**src/rtl/alu_pipe_if.sv**
```systemverilog
// Operand/opcode request and result response bundle for alu_pipe.
// master = environment (source + consumer), slave = the ALU block.
interface alu_pipe_if #(
    parameter int WIDTH = 16
);
    logic             in_valid;
    logic             in_ready;
    logic [WIDTH-1:0] a;
    logic [WIDTH-1:0] b;
    logic [3:0]       opcode;
    logic             out_valid;
    logic             out_ready;
    logic [WIDTH-1:0] result;
    logic [3:0]       flags;
    logic             err;

    modport master (
        output in_valid, a, b, opcode, out_ready,
        input  in_ready, out_valid, result, flags, err
    );

    modport slave (
        input  in_valid, a, b, opcode, out_ready,
        output in_ready, out_valid, result, flags, err
    );
endinterface

```
**src/rtl/alu_pipe.sv**
```systemverilog
// Registered ALU with carry-chained ADC/SBB, {V,C,N,Z} flags and valid/ready on both sides.
// Optional: define ALU_SATURATE_EN to clamp signed-overflowing arithmetic instead of wrapping.
module alu_pipe #(
    parameter int WIDTH = 16
) (
    input  logic       clk,
    input  logic       rst,
    alu_pipe_if.slave  bus
);
    localparam int MSB = WIDTH - 1;

    typedef enum logic [3:0] {
        OP_NOP  = 4'b0000,
        OP_CLR  = 4'b0001,
        OP_ADD  = 4'b0100,
        OP_SUB  = 4'b0101,
        OP_ADC  = 4'b0110,
        OP_SBB  = 4'b0111,
        OP_AND  = 4'b1000,
        OP_OR   = 4'b1001,
        OP_XOR  = 4'b1010,
        OP_NAND = 4'b1011,
        OP_NOR  = 4'b1100,
        OP_NOT  = 4'b1101
    } op_e;

    typedef struct packed {
        logic [WIDTH-1:0] result;
        logic [3:0]       flags;
        logic             err;
    } rsp_t;

    logic             cy_q;
    logic             vld_q;
    rsp_t             rsp_q;

    logic             accept;
    logic             produce;
    logic             is_arith;
    logic             is_sub;
    logic             illegal;
    logic             cin;
    logic [WIDTH:0]   ext;
    logic [WIDTH-1:0] res;
    logic             c_n;
    logic             v_n;
    rsp_t             rsp_n;

    assign bus.in_ready  = !vld_q || bus.out_ready;
    assign accept        = bus.in_valid && bus.in_ready;
    assign bus.out_valid = vld_q;
    assign bus.result    = rsp_q.result;
    assign bus.flags     = rsp_q.flags;
    assign bus.err       = rsp_q.err;

    always_comb begin
        is_arith = 1'b0;
        is_sub   = 1'b0;
        illegal  = 1'b0;
        produce  = 1'b1;
        cin      = 1'b0;
        ext      = '0;
        res      = '0;
        unique case (bus.opcode)
            OP_NOP, OP_CLR: produce = 1'b0;
            OP_ADD:  is_arith = 1'b1;
            OP_ADC: begin is_arith = 1'b1; cin = cy_q; end
            OP_SUB: begin is_arith = 1'b1; is_sub = 1'b1; end
            OP_SBB: begin is_arith = 1'b1; is_sub = 1'b1; cin = cy_q; end
            OP_AND:  res = bus.a & bus.b;
            OP_OR:   res = bus.a | bus.b;
            OP_XOR:  res = bus.a ^ bus.b;
            OP_NAND: res = ~(bus.a & bus.b);
            OP_NOR:  res = ~(bus.a | bus.b);
            OP_NOT:  res = ~bus.a;
            default: illegal = 1'b1;
        endcase

        // One extra bit: carry-out for add, borrow (sign of a-b-cy) for subtract.
        if (is_sub)
            ext = {1'b0, bus.a} - {1'b0, bus.b} - (WIDTH+1)'(cin);
        else
            ext = {1'b0, bus.a} + {1'b0, bus.b} + (WIDTH+1)'(cin);

        c_n = is_arith && ext[WIDTH];
        v_n = 1'b0;
        if (is_arith) begin
            res = ext[MSB:0];
            if (is_sub)
                v_n = (bus.a[MSB] != bus.b[MSB]) && (res[MSB] != bus.a[MSB]);
            else
                v_n = (bus.a[MSB] == bus.b[MSB]) && (res[MSB] != bus.a[MSB]);
`ifdef ALU_SATURATE_EN
            if (v_n)
                res = bus.a[MSB] ? {1'b1, {MSB{1'b0}}} : {1'b0, {MSB{1'b1}}};
`else
`endif
        end

        rsp_n.result = res;
        rsp_n.flags  = {v_n, c_n, res[MSB], (res == '0)};
        rsp_n.err    = illegal;
        if (illegal) rsp_n = '{result: '0, flags: 4'b0000, err: 1'b1};
    end

    always_ff @(posedge clk or posedge rst) begin
        if (rst) begin
            vld_q <= 1'b0;
            rsp_q <= '0;
            cy_q  <= 1'b0;
        end else begin
            if (accept && produce) begin
                vld_q <= 1'b1;
                rsp_q <= rsp_n;
            end else if (bus.out_ready) begin
                vld_q <= 1'b0;
            end

            if (accept && is_arith)
                cy_q <= c_n;
            else if (accept && bus.opcode == OP_CLR)
                cy_q <= 1'b0;
        end
    end
endmodule
```
**src/flat_wrapper.sv**
```systemverilog
// flat-port wrapper written by rule: the top's interface ports become plain ports
module alu_pipe_flat 
#(
    parameter int WIDTH = 16
)
  (clk, rst, bus_in_valid, bus_a, bus_b, bus_opcode, bus_out_ready, bus_in_ready, bus_out_valid, bus_result, bus_flags, bus_err);
  alu_pipe_if #(.WIDTH(WIDTH)) bus_i ();
  input  logic clk;
  input  logic rst;
  input wire logic [$bits(bus_i.in_valid)-1:0] bus_in_valid;
  input wire logic [$bits(bus_i.a)-1:0] bus_a;
  input wire logic [$bits(bus_i.b)-1:0] bus_b;
  input wire logic [$bits(bus_i.opcode)-1:0] bus_opcode;
  input wire logic [$bits(bus_i.out_ready)-1:0] bus_out_ready;
  output wire logic [$bits(bus_i.in_ready)-1:0] bus_in_ready;
  output wire logic [$bits(bus_i.out_valid)-1:0] bus_out_valid;
  output wire logic [$bits(bus_i.result)-1:0] bus_result;
  output wire logic [$bits(bus_i.flags)-1:0] bus_flags;
  output wire logic [$bits(bus_i.err)-1:0] bus_err;
  assign bus_i.in_valid = bus_in_valid;
  assign bus_i.a = bus_a;
  assign bus_i.b = bus_b;
  assign bus_i.opcode = bus_opcode;
  assign bus_i.out_ready = bus_out_ready;
  assign bus_in_ready = bus_i.in_ready;
  assign bus_out_valid = bus_i.out_valid;
  assign bus_result = bus_i.result;
  assign bus_flags = bus_i.flags;
  assign bus_err = bus_i.err;
  alu_pipe #(.WIDTH(WIDTH)) u_core (.clk(clk), .rst(rst), .bus(bus_i));
endmodule
```
**config.mk**
```make
export PLATFORM = sky130hd
export DESIGN_NAME = alu_pipe_flat
export DESIGN_NICKNAME = d
export VERILOG_FILES = /design/src/rtl/alu_pipe_if.sv /design/src/rtl/alu_pipe.sv /design/src/flat_wrapper.sv
export SDC_FILE = /design/constraint.sdc
export NUM_CORES = 1
export LEC_CHECK = 0
export CORE_ASPECT_RATIO = 1.75
export CORE_UTILIZATION = 35
export CTS_CLUSTER_SIZE = 12
export DETAILED_ROUTE_END_ITERATION = 12
export GPL_TIMING_DRIVEN = 0
export PLACE_DENSITY_LB_ADDON = 0.12
export SLEW_MARGIN = 5
export SYNTH_ARGS = -nofsm -noshare
export SYNTH_HDL_FRONTEND = slang
export SYNTH_SLANG_ARGS = --single-unit
```
**constraint.sdc**
```tcl
create_clock -name clk -period 2.7 [get_ports clk]
set_input_delay 0.54 -clock clk [delete_from_list [all_inputs] [get_ports clk]]
set_output_delay 0.54 -clock clk [all_outputs]
set_load 0.005 [all_outputs]
```
==> Word-level counts from Yosys, hierarchy flattened <==
Index checks and enable logic that the tools add are counted.
{ "word_totals": {"ff_bits": 23, "inputBits": 40} }
{ "op_classes": {"n_addsub": 4, "n_eq_ne": 14, "mux": 14, "bitwise_logic": 6, "reduce_logical": 18} }
{ "ops": {"columns": ["cell", "count"], "rows": [
  ["16-bit one-hot mux with 6 select lines", 1],
  ["16-bit inverter", 3],
  ["4-bit == test, second input constant", 6],
  ["21-bit two-way mux", 1],
  ["16-bit by 16-bit adder with 17-bit output", 1],
  ["17-bit by 1-bit adder with 17-bit output", 1],
  ["17-bit two-way mux", 1],
  ["16-bit by 16-bit subtractor with 17-bit output", 1],
  ["17-bit by 1-bit subtractor with 17-bit output", 1],
  ["16-bit bitwise AND", 1],
  ["4-bit by 3-bit == test with 1-bit output, second input constant", 4],
  ["16-bit logical NOT", 1],
  ["16-bit two-way mux", 1],
  ["16-bit bitwise OR", 1],
  ["16-bit bitwise XOR", 1],
  ["12-bit OR reduction", 1],
  ["1-bit two-way mux", 10],
  ["1-bit logical AND", 7],
  ["2-bit OR reduction", 3],
  ["4-bit by 1-bit == test with 1-bit output, second input constant", 1],
  ["4-bit logical NOT", 1],
  ["2-bit nonzero test", 2],
  ["4-bit OR reduction", 1],
  ["1-bit != test", 2],
  ["3 further kinds", 3]
]} }

==> Longest topological paths before layout <==
{ "depth": {"ltp_word": 10, "mapped_depth": 17, "mapped_depth_nobuf": 15} }

==> Least setup slack after synthesis <==
OpenSTA, ideal clock, no wires.
{ "synth_path": {"path_kind": "input to register", "startpoint": "input port bus_opcode[1]", "endpoint": "register u_core.rsp_q (netlist bit u_core.bus.flags[0])", "setup_ps": 67, "t_arrival_ps": 3876, "required_ps": 2633, "setup_slack_ps": -1243, "cell_stages": 15, "n_path_buf": 3, "path_cell_list": "buf_2 > buf_2 > buf_1 > nand3_1 > fa_1 > fa_1 > o211ai_2 > a21oi_2 > or4_1 > a31oi_1 > o31ai_1 > nor4_1 > nand4_1 > nor4_2 > a32o_2"} }
{ "synth_via": {"elab_chain_len": 8, "word_cells_on_any_way": 29, "cone_classes": "add/sub (2); eq/ne (11); mux (8); reduce/logical (8)"} }
{ "synth_lines": {"columns": ["element", "line_no", "source"], "rows": [
  ["start, declared", "flat_wrapper.sv:13", "input wire logic [$bits(bus_i.opcode)-1:0] bus_opcode;"],
  ["4-bit by 3-bit == test with 1-bit output", "alu_pipe.sv:64", "unique case (bus.opcode)"],
  ["2-bit OR reduction (no source line)", null, null],
  ["1-bit two-way mux", "alu_pipe.sv:64", null],
  ["17-bit by 1-bit adder with 17-bit output / 17-bit by 1-bit subtractor with 17-bit output (equally long branches)", "alu_pipe.sv:83, alu_pipe.sv:81", null],
  ["17-bit two-way mux", "alu_pipe.sv:80", "if (is_sub)"],
  ["16-bit two-way mux", "alu_pipe.sv:87", "if (is_arith) begin"],
  ["16-bit logical NOT", "alu_pipe.sv:101", "rsp_n.flags = {v_n, c_n, res[MSB], (res == '0)};"],
  ["21-bit two-way mux", "alu_pipe.sv:103", "if (illegal) rsp_n = '{result: '0, flags: 4'b0000, err: 1'b1};"],
  ["end signal, assigned", "alu_pipe.sv:114", "rsp_q <= rsp_n;"],
  ["end, declared", "alu_pipe.sv:35", "rsp_t rsp_q;"]
]} }
Parallel ways exist; a longest one is shown, timed or not.
A chain may end at the register's enable or synchronous reset.

==> Worst setup path in the final report <==
{ "layout_path": {"startpoint": "input port bus_opcode[2]", "endpoint": "register u_core.rsp_q (netlist bit u_core.bus.flags[0])"} }
Same word-level chain as after synthesis.

==> metrics.txt <==
share of the yosys chip area belonging to registers=between 10 and 15%; global-route wire length before repair=23200 µm; share of the synthesized area in the top cell type=19.0%; result of the run=finished, violations left; netlist area before placement=approximately 4000 µm²; die width=83.7 µm; TritonCTS clock tree=built; Setup Crit Path Kind=primary input to flip-flop; maximum clock skew at final layout=2.68 ps; smallest setup slack after layout=-755 ps; library cell occupying the most area in the post-synthesis netlist=ha_1; Synthesis Warnings=0; number of rows in the core area=a little over 50; via count of the first global-routing pass=4381; vertical die dimension=145 µm; EDFF count, synth=0; critical path buffer and inverter count=1; area inside the core boundary=11200 µm²; I/O Buffers=60; Post-synth top flop=dfrtp_1; Avg Cell Area, Syn=7.64 µm²; leading cell types by total area after synthesis=ha_1 (19%), dfrtp_1 (13%), inv_1 (5.0%); clock latency at the later pin of the worst-skew pair=260 ps; Met2 Routed Length=around 8300 µm; routed length per instance=around 20 µm; Arrival @ worst endpoint=3650 ps; count of final max-slew check failures=0; max_slew headroom=approximately 45%; antenna violations before repair=0; data required time of the critical path=about 2900 ps; violated checks=negative setup slack; fraction of layout instances using a drive strength above 1=27.3%; Mapped Cells=535; number of DRC violations after detailed-routing iteration 0=approximately 330; IO Count=63; sum of overflow across all layers after global routing=0; net count of the finished layout=741; max-cap violations=0; highest layer used for signal routing=met4; count of antenna-violating nets left after detailed routing=0; initial cell density of the core=between 30 and 40%; number of buffers created by CTS=3; worst-case vdd ir drop=roughly 370 µV; Total Routed Length=15400 µm; net count after synthesis=641; count of clock tree sinks=22; Root Buffer=clkbuf_16; routed vias/inst=5.88; HPWL after detailed placement=11600 µm; share of async-settable or async-resettable flops after synthesis=100%; highest clock rate=0.289 GHz; final RePlAce weighted congestion=0.930; drt first pass iters=5; Hold-fix buffers, CTS=0; worst setup timing slack at the placement stage=-2020 ps; largest net degree at the start of global routing=23; CTS max path bufs=2; class of the tightest hold or removal check=flip-flop to flip-flop; type of element capturing the critical path=flip-flop; overall routing resource usage=24.2%; Inserted Diodes=0; Clock Pin Slew Worst Setup and Hold Paths=60 ps; met3 routed wirelength=around 600 µm; synth unique cells=between 60 and 70; slowest CP cell=or4_4; maximum net fanout on the critical path=2; synthesis-to-finish area growth=45.9%; met1 WL=5780 µm; number of synthesized register bits=22; setup repair after global routing missed its margin=yes; final setup fails=15; standby leakage power=2.57 nW; DRC violations left=0; final hold vios=0; measured slew at the worst slew-check pin=827 ps; critical path launch point type=primary input; post-route fraction of the period consumed by the critical path=128%; count of vias placed by the detailed router=4505; Worst path max stage delay=approximately 500 ps; htree depth=1; most repeated cell in the gate-level netlist after synthesis=ha_1; power per standard cell area=371 nW/µm²; final critical-path required period=3450 ps; Critical Path, Cell by Cell=buf_8, nor2b_4, nand3_4, fa_2, fa_2, o211ai_4, a21oi_4, or4_4, a31oi_4, o31ai_4, nor4_2, nand4_1, nor4_2, a32o_2; commonest cells in the synthesized netlist=ha_1 (62), inv_1 (54), a21oi_1 (40), nand2_1 (38); Die Outline Area=12100 µm²; largest delay contributor family on the critical path=simple AND/OR/NAND/NOR gates; setup TNS=-5900 ps
-- repair_timing --
item | 4_1_cts | 5_1_grt
gates resized for setup | 93 | 79
setup endpoints to repair | 22 | 20
buffers inserted | 22 | 16
pin swaps | 40 | 58
-- flip-flops by register name, summed over array words and instances, names as in the netlist --
register and cells:
u_core.bus.err 1, u_core.bus.flags 4, u_core.bus.out_valid 1, u_core.bus.result 15, u_core.cy_q 1
-- path summary, 6_finish.rpt --
path	startpoint	slack [ps]	cells past startpoint	to
setup / recovery	bus_opcode[2]	-750	14	u_core.bus.flags[0]
hold / removal	u_core.bus.result[1]	480	2	u_core.bus.result[1]
setup reg to reg	u_core.cy_q	-620	12	u_core.bus.flags[0]
hold reg to reg	u_core.bus.result[1]	480	2	u_core.bus.result[1]
max in group asynchronous	rst	1440	2	u_core.cy_q
min in group asynchronous	rst	750	2	u_core.bus.out_valid
-- tightest hold or removal path: cells and delay by family, from the launching register on --
family | cells | cell delay [ps]
compound gates | 1 | 60
flops | 1 | 340
simple gates | 1 | 50
-- power by group --
group / total, mW / internal, mW / switching, mW
sequential: 0.419 / 0.382 / 0.0363
combinational: 1.45 / 0.689 / 0.760
clock: 0.348 / 0.226 / 0.122
-- stage by stage --
| step | cell area, µm² | hold slack [ps] | cells | utilization, % | total power, mW |
|---|---|---|---|---|---|
| 4_1_cts | 5570 | 483 | 753 | 49.6 | 2.07 |
| 2_1_floorplan | 4170 | 473 | 535 | - | 1.11 |
| 6_report | 5960 | 478 | 766 | 53.1 | 2.22 |
| 3_3_place_gp | 4930 | 463 | 727 | 43.9 | 1.51 |
| 3_5_place_dp | 4930 | 469 | 727 | 43.9 | 1.52 |
| 5_1_grt | 5960 | 506 | 766 | 53.1 | 2.33 |
-- cell type report --
type	instances	area (µm²)
Multi-Input combinational cell	432	3890
Tap cell	132	165
Timing Repair Buffer	96	903
Clock buffer	4	88.8
Buffer	25	160
Sequential cell	22	551
Fill cell	1056	5270
Inverter	55	209
-- kinds of logic after synthesis --
family                   Yosys count  synth area share [%]
AO/OA/AOI/OAI                    183                  30.4
XOR/XNOR                          22                  4.71
adder cells (fa/ha/maj)           66                  20.9
buffers and inverters             81                  8.14
flip-flops                        22                  13.5
multiplexers                      21                  5.23
AND/OR/NAND/NOR                  140                  17.1
-- cell usage in the layout, fill, tap and decap left out, types with 8 or more instances in the layout --
master	instances
xor2_1	9
o221ai_1	8
nor2b_1	15
o21ai_2	13
buf_4	35
mux2i_1	18
dfrtp_1	22
o211ai_1	10
a21oi_1	23
nor2_1	29
a211oi_1	8
o21ai_0	21
ha_1	42
nand2_1	37
nand2b_1	13
clkdlybuf4s50_1	48
ha_4	19
inv_1	47
a21oi_2	16
buf_2	9
xnor2_1	10
-- layer usage --
layer / vias to the layer above / global-route usage, %
met3: 42 / 1.31
met2: 159 / 46.5
met4: 0 / 9.66
met5: - / 0
met1: 2173 / 26.9
li1: 2131 / -
No activity file was read; power rests on OpenSTA's default activity.
